File: src/rtl/mem_port_arbiter_if.sv
// Bundle of the fetch port, load/store port and main-memory port that
// mem_port_arbiter sits between. slave = arbiter view, master = CPU/memory view.
interface mem_port_arbiter_if #(
    parameter int ADDR_W = 32,
    parameter int DATA_W = 32
);
    logic              i_req;
    logic [ADDR_W-1:0] i_addr;
    logic              i_gnt;
    logic              i_valid;
    logic [DATA_W-1:0] i_rdata;

    logic              d_req;
    logic [1:0]        d_wr;
    logic [ADDR_W-1:0] d_addr;
    logic [DATA_W-1:0] d_wdata;
    logic              d_gnt;
    logic              d_valid;
    logic [DATA_W-1:0] d_rdata;

    logic [ADDR_W-1:0] m_addr;
    logic [1:0]        m_wr;
    logic [DATA_W-1:0] m_wdata;
    logic [DATA_W-1:0] m_rdata;

    logic              stall;

    modport slave (
        input  i_req, i_addr, d_req, d_wr, d_addr, d_wdata, m_rdata,
        output i_gnt, i_valid, i_rdata, d_gnt, d_valid, d_rdata,
               m_addr, m_wr, m_wdata, stall
    );

    modport master (
        output i_req, i_addr, d_req, d_wr, d_addr, d_wdata, m_rdata,
        input  i_gnt, i_valid, i_rdata, d_gnt, d_valid, d_rdata,
               m_addr, m_wr, m_wdata, stall
    );
endinterface

File: src/rtl/mem_port_arbiter.sv
// mem_port_arbiter: shares one single-port memory between the fetch port and
// the load/store port. One access per MEM_LAT cycles, data priority with a
// starvation guard for fetch.
// Build option: define ARB_RR_EN for strict round-robin on ties (no starve
// counter; the first tie after reset goes to fetch).
//
// state | meaning
// IDLE  | no access in flight, slot free
// BUSY  | access in flight; cnt counts down to the cycle its data/ack returns
module mem_port_arbiter #(
    parameter int ADDR_W     = 32,
    parameter int DATA_W     = 32,
    parameter int MEM_LAT    = 1,
    parameter int STARVE_MAX = 4
) (
    input  logic                clk,
    input  logic                rst,
    mem_port_arbiter_if.slave   bus
);
    localparam int CNT_W = (MEM_LAT > 1) ? $clog2(MEM_LAT) : 1;
    localparam logic [CNT_W-1:0] CNT_LOAD = CNT_W'(MEM_LAT - 1);

    typedef enum logic {IDLE, BUSY} state_t;
    typedef enum logic [1:0] {OWN_NONE, OWN_I, OWN_D} owner_t;

    state_t            state_q, state_d;
    owner_t            owner_q, owner_d;
    logic [CNT_W-1:0]  cnt_q, cnt_d;
    logic [ADDR_W-1:0] addr_q;
    logic [DATA_W-1:0] wdata_q;
    logic              slot_done, slot_free;
    logic              win_i, win_d;

`ifdef ARB_RR_EN
    logic last_d_q, last_d_d;
`else
    localparam int SW = $clog2(STARVE_MAX + 1);
    localparam logic [SW-1:0] STARVE_LIM = SW'(STARVE_MAX);
    logic [SW-1:0] starve_q, starve_d;
`endif

    // Arbitration, slot FSM next state and fairness bookkeeping
    always_comb begin
        state_d   = state_q;
        owner_d   = owner_q;
        cnt_d     = cnt_q;
        win_i     = 1'b0;
        win_d     = 1'b0;
        slot_done = (state_q == BUSY) && (cnt_q == '0);
        slot_free = (state_q == IDLE) || slot_done;
`ifdef ARB_RR_EN
        last_d_d  = last_d_q;
`else
        starve_d  = starve_q;
`endif

        if (rst && slot_free) begin
            if (bus.i_req && bus.d_req) begin
`ifdef ARB_RR_EN
                win_i = last_d_q;
`else
                win_i = (starve_q == STARVE_LIM);
`endif
                win_d = !win_i;
            end else begin
                win_i = bus.i_req;
                win_d = bus.d_req;
            end
        end

        if (win_i || win_d) begin
            state_d = BUSY;
            cnt_d   = CNT_LOAD;
            owner_d = win_i ? OWN_I : OWN_D;
        end else if (slot_done) begin
            state_d = IDLE;
            owner_d = OWN_NONE;
        end else if (state_q == BUSY) begin
            cnt_d = cnt_q - 1'b1;
        end

`ifdef ARB_RR_EN
        if (win_d) last_d_d = 1'b1;
        else if (win_i) last_d_d = 1'b0;
`else
        // A lost arbitration is a free slot where fetch asked and was not chosen
        if (!bus.i_req || win_i) starve_d = '0;
        else if (rst && slot_free && starve_q != STARVE_LIM) starve_d = starve_q + 1'b1;
`endif
    end

    // Grants, memory-side drive (held when idle) and returned data steering
    always_comb begin
        bus.i_gnt   = win_i;
        bus.d_gnt   = win_d;
        bus.m_addr  = win_d ? bus.d_addr : (win_i ? bus.i_addr : addr_q);
        bus.m_wr    = win_d ? bus.d_wr : 2'b00;
        bus.m_wdata = win_d ? bus.d_wdata : (win_i ? '0 : wdata_q);
        bus.i_valid = rst && slot_done && (owner_q == OWN_I);
        bus.d_valid = rst && slot_done && (owner_q == OWN_D);
        bus.i_rdata = bus.i_valid ? bus.m_rdata : '0;
        bus.d_rdata = bus.d_valid ? bus.m_rdata : '0;
        bus.stall   = rst && ((bus.i_req && !win_i) || (bus.d_req && !win_d));
    end

    // State registers; reset drops any access in flight
    always_ff @(posedge clk) begin
        if (!rst) begin
            state_q  <= IDLE;
            owner_q  <= OWN_NONE;
            cnt_q    <= '0;
            addr_q   <= '0;
            wdata_q  <= '0;
`ifdef ARB_RR_EN
            last_d_q <= 1'b1;
`else
            starve_q <= '0;
`endif
        end else begin
            state_q  <= state_d;
            owner_q  <= owner_d;
            cnt_q    <= cnt_d;
            addr_q   <= bus.m_addr;
            wdata_q  <= bus.m_wdata;
`ifdef ARB_RR_EN
            last_d_q <= last_d_d;
`else
            starve_q <= starve_d;
`endif
        end
    end
endmodule

File: src/flat_wrapper.sv
// flat-port wrapper written by rule: the top's interface ports become plain ports
module mem_port_arbiter_flat 
#(
    parameter int ADDR_W     = 32,
    parameter int DATA_W     = 32,
    parameter int MEM_LAT    = 1,
    parameter int STARVE_MAX = 4
)
  (clk, rst, bus_i_req, bus_i_addr, bus_d_req, bus_d_wr, bus_d_addr, bus_d_wdata, bus_m_rdata, bus_i_gnt, bus_i_valid, bus_i_rdata, bus_d_gnt, bus_d_valid, bus_d_rdata, bus_m_addr, bus_m_wr, bus_m_wdata, bus_stall);
  mem_port_arbiter_if #(.ADDR_W(ADDR_W), .DATA_W(DATA_W)) bus_i ();
  input  logic clk;
  input  logic rst;
  input wire logic [$bits(bus_i.i_req)-1:0] bus_i_req;
  input wire logic [$bits(bus_i.i_addr)-1:0] bus_i_addr;
  input wire logic [$bits(bus_i.d_req)-1:0] bus_d_req;
  input wire logic [$bits(bus_i.d_wr)-1:0] bus_d_wr;
  input wire logic [$bits(bus_i.d_addr)-1:0] bus_d_addr;
  input wire logic [$bits(bus_i.d_wdata)-1:0] bus_d_wdata;
  input wire logic [$bits(bus_i.m_rdata)-1:0] bus_m_rdata;
  output wire logic [$bits(bus_i.i_gnt)-1:0] bus_i_gnt;
  output wire logic [$bits(bus_i.i_valid)-1:0] bus_i_valid;
  output wire logic [$bits(bus_i.i_rdata)-1:0] bus_i_rdata;
  output wire logic [$bits(bus_i.d_gnt)-1:0] bus_d_gnt;
  output wire logic [$bits(bus_i.d_valid)-1:0] bus_d_valid;
  output wire logic [$bits(bus_i.d_rdata)-1:0] bus_d_rdata;
  output wire logic [$bits(bus_i.m_addr)-1:0] bus_m_addr;
  output wire logic [$bits(bus_i.m_wr)-1:0] bus_m_wr;
  output wire logic [$bits(bus_i.m_wdata)-1:0] bus_m_wdata;
  output wire logic [$bits(bus_i.stall)-1:0] bus_stall;
  assign bus_i.i_req = bus_i_req;
  assign bus_i.i_addr = bus_i_addr;
  assign bus_i.d_req = bus_d_req;
  assign bus_i.d_wr = bus_d_wr;
  assign bus_i.d_addr = bus_d_addr;
  assign bus_i.d_wdata = bus_d_wdata;
  assign bus_i.m_rdata = bus_m_rdata;
  assign bus_i_gnt = bus_i.i_gnt;
  assign bus_i_valid = bus_i.i_valid;
  assign bus_i_rdata = bus_i.i_rdata;
  assign bus_d_gnt = bus_i.d_gnt;
  assign bus_d_valid = bus_i.d_valid;
  assign bus_d_rdata = bus_i.d_rdata;
  assign bus_m_addr = bus_i.m_addr;
  assign bus_m_wr = bus_i.m_wr;
  assign bus_m_wdata = bus_i.m_wdata;
  assign bus_stall = bus_i.stall;
  mem_port_arbiter #(.ADDR_W(ADDR_W), .DATA_W(DATA_W), .MEM_LAT(MEM_LAT), .STARVE_MAX(STARVE_MAX)) u_core (.clk(clk), .rst(rst), .bus(bus_i));
endmodule
File: config.mk
export PLATFORM = sky130hd
export DESIGN_NAME = mem_port_arbiter_flat
export DESIGN_NICKNAME = d
export VERILOG_FILES = /design/src/rtl/mem_port_arbiter_if.sv /design/src/rtl/mem_port_arbiter.sv /design/src/flat_wrapper.sv
export SDC_FILE = /design/constraint.sdc
export NUM_CORES = 1
export LEC_CHECK = 0
export BUFFER_PORTS_ARGS = -buffer_cell sky130_fd_sc_hd__buf_4
export CORE_AREA = 2 2 105 107
export DETAILED_ROUTE_END_ITERATION = 10
export DIE_AREA = 0 0 107 109
export PLACE_DENSITY_LB_ADDON = 0.05
export SLEW_MARGIN = 5
export SYNTH_ARGS = -nofsm -noshare
export SYNTH_HDL_FRONTEND = slang
export SYNTH_SLANG_ARGS = --single-unit
File: constraint.sdc
create_clock -name clk -period 2 [get_ports clk]
set_input_delay 0.1 -clock clk [delete_from_list [all_inputs] [get_ports clk]]
set_output_delay 0.1 -clock clk [all_outputs]
set_load 0.01 [all_outputs]
==> results by group <==
GRT
  – Largest net degree at the start of global routing: 48
  – GR Util All Layers: 0.246
  – Total gr overflow: 0
  – Initial antenna violation count: 0
  – First-pass GRT wire length: 23000 um
  – Vias in the first global route: 4373

Final layout
  – Fill count: 900
  – Register area: 1430 um^2
  – Layout Area Growth over Synthesis: 61.0%
  – Multi-input logic area: 2580 um^2
  – Non-Filler Instances: 883
  – Nets: 874
  – # diodes: 0
  – Final Cell Area: 6760 um^2
  – Layout cell share with drive strength beyond 1: 0.436

Timing
  – RSZ-0062 raised after global routing: true
  – Final Skew: 0.0129 ns
  – Final hold vios: 0
  – Worst slew pin tran: 0.440 ns
  – Worst hold slack: 0.0410 ns
  – Tmin final: 1.94 ns
  – Final setup fails: 0
  – Crit share post-route: 0.969
  – Fmax: 516 MHz
  – Count of pins over their slew limit: 0
  – Final setup TNS: 0 ns
  – Relative slew margins: 0.707

Route
  – Residual DRC: 0
  – Vias/cell: 5.49
  – Avg WL per Cell: 17.4 um
  – DRT Pass-1 Iters: 5
  – Vias post-DR: 4845
  – Number of DRC markers in iteration 0: 342
  – Antenna viol nets, final: 0
  – Post-Route WL: 15300 um

Power and ir drop
  – Power per cell area: 584 nW/um^2
  – Worst VDD drop: 0.419 mV
  – Comb power frac: 0.260
  – Clock group share of total power: 0.356
  – Sequential share of power: 0.384
  – Net Sw Frac: 0.270
  – Net switching power: 1.07 mW
  – Pleak: 3.32 nW
  – Pint: 2.88 mW

Synthesis
  – Syn_area_per_cell: 8.57 um^2
  – Top FF cell, synth: dfxtp_1
  – Synthesized instance count: 490
  – Cell with the most instances after synthesis: dfxtp_1
  – Netlist Area Pre-Place: 4200 um^2
  – Top-area cell type share of the netlist area: 0.338
  – Syn. warnings: 0
  – Netlist cell types: 31
  – Post-synth ARST share: 0
  – Post-Syn Nets: 626
  – Synth top area cells: dfxtp_1 34%, and2_1 10%, o2111a_1 8.6%
  – EDFF count, synth: 0
  – Synth top cells by count: 71 x dfxtp_1, 67 x and2_1, 38 x nand2_1
  – FF+latch count, synth: 71
  – Sequential area share after synthesis: 0.338
  – Post-synth top area cell: dfxtp_1

Placed design
  – Placed insts: 859
  – Placed cell area: 6300 um^2
  – Gpl congestion: 0.795
  – Port bufs: 268
  – Post-DP HPWL: 10700 um

Floorplanning
  – Initial Util: 0.396
  – Core footprint: 10600 um^2
  – I/O pin cnt: 269
  – Die Width: 107 um
  – Die Y-Extent: 109 um
  – Std cell rows: 38
  – Die area: 11700 um^2

Clocking
  – # hold bufs at CTS: 0
  – CTS Sinks: 71
  – CTS Buffer Depth: 2
  – Num CTS Buffers: 9
  – Clock Tree Root: clkbuf_8
  – CTS tree: yes
  – Clock latency on the worst-skew pair: 0.34 ns
  – Clock transition at the registers of the reported paths: 0.08 ns
  – H-tree levels: 3

Critical path
  – Setup CP Type: flop to primary output
  – Crit. End Element: primary output
  – CP startpoint kind: flop
  – Crit path DAT: 1.84 ns
  – Req. time, crit path: 1.90 ns
  – Highest net fanout along the worst path: 20
  – Reg2reg path depth: 6

Run status
  – Status: complete, no violations

Worst hold path
  – Hold Crit Depth: 2
  – Hold Crit Class: input pin to flop

Run
  – Maxcap violations: 0
[cell families after synthesis]
group,Yosys count,share of synthesized area
flip-flops,71,0.338
AO/OA/AOI/OAI,173,0.317
AND/OR/NAND/NOR,183,0.271
adder cells (fa/ha/maj),2,0.00596
buffers and inverters,61,0.0673
[what timing repair did]
item	CTS	global route
setup buffers	2	1
gates cloned	3	2
endpoints found under the setup margin	68	65
pin swaps	1	3
gates resized for setup	10	10
[area by class of cell]
class                   instances  area share
inverters                       6     0.00333
clock buffers                   9      0.0183
flip-flops and latches         71       0.211
well taps                     140      0.0259
repair buffers                290       0.342
clock inverters                 7      0.0179
multi-input cells             360       0.381
[cells in the final DEF, fill, tap and decap left out, types with 3 or more instances in the layout]
master / Yosys / final
dfxtp_1: 71 / 67
dfxtp_2: 0 / 4
bufinv_16: 0 / 3
o21ai_0: 35 / 34
clkbuf_8: 0 / 9
o21bai_1: 32 / 32
nand2_1: 38 / 38
buf_4: 3 / 280
and2_1: 67 / 67
inv_1: 5 / 4
nand4_1: 32 / 32
buf_12: 0 / 5
a21oi_1: 36 / 36
clkinvlp_4: 0 / 3
nand3_1: 4 / 3
nand4b_1: 32 / 32
o211a_1: 32 / 32
o2111a_1: 32 / 32
[power by group through the flow]
stage	sequential (mW)	clock (mW)	combinational (mW)
6_report	1.52	1.41	1.03
5_1_grt	1.53	1.50	1.11
4_1_cts	1.52	1.45	1.01
3_5_place_dp	1.55	0	0.975
3_3_place_gp	1.54	0	0.966
2_1_floorplan	1.54	0	0.477
[layer usage]
layer / global-route usage / wire length [um] / vias up
li1: - / - / 2349
met1: 0.345 / 6740 / 2276
met2: 0.384 / 7220 / 202
met3: 0.0478 / 1140 / 18
met4: 0.0724 / 243 / 0
met5: 0 / 0 / -
[sequential cells by signal, indices dropped and copies added, names as in the netlist]
name	cells
u_core.addr_q	32
u_core.cnt_q	1
u_core.owner_q	2
u_core.starve_q	3
u_core.state_q	1
u_core.wdata_q	32
[per-stage QoR]
step / setup WS (ns) / total power [mW] / utilization
detailed placement: -0.0181 / 2.52 / 0.594
global placement: 0.00739 / 2.51 / 0.594
finish: 0.0623 / 3.95 / 0.638
CTS: 0.0131 / 3.97 / 0.631
global route: -0.0320 / 4.14 / 0.638
floorplan: 0.427 / 2.02 / -
[critical path, stage by stage, from the launching register on]
cell and delay, ns:
dfxtp_2 0.34, inv_1 0.08, ha_4 0.20, nand3_4 0.11, nand3_4 0.17, buf_8 0.23, o211a_1 0.22, buf_4 0.14
[worst paths after layout]
path                           start           endpoint  slack (ns)
setup reg to reg  u_core.starve_q[0]  u_core.addr_q[14]        0.39
hold reg to reg    u_core.wdata_q[7]  u_core.wdata_q[7]        0.50
hold / removal        bus_i_addr[26]  u_core.addr_q[26]        0.04
setup / recovery  u_core.starve_q[0]      bus_m_addr[7]        0.06
Power figures use the tool's default switching activity.
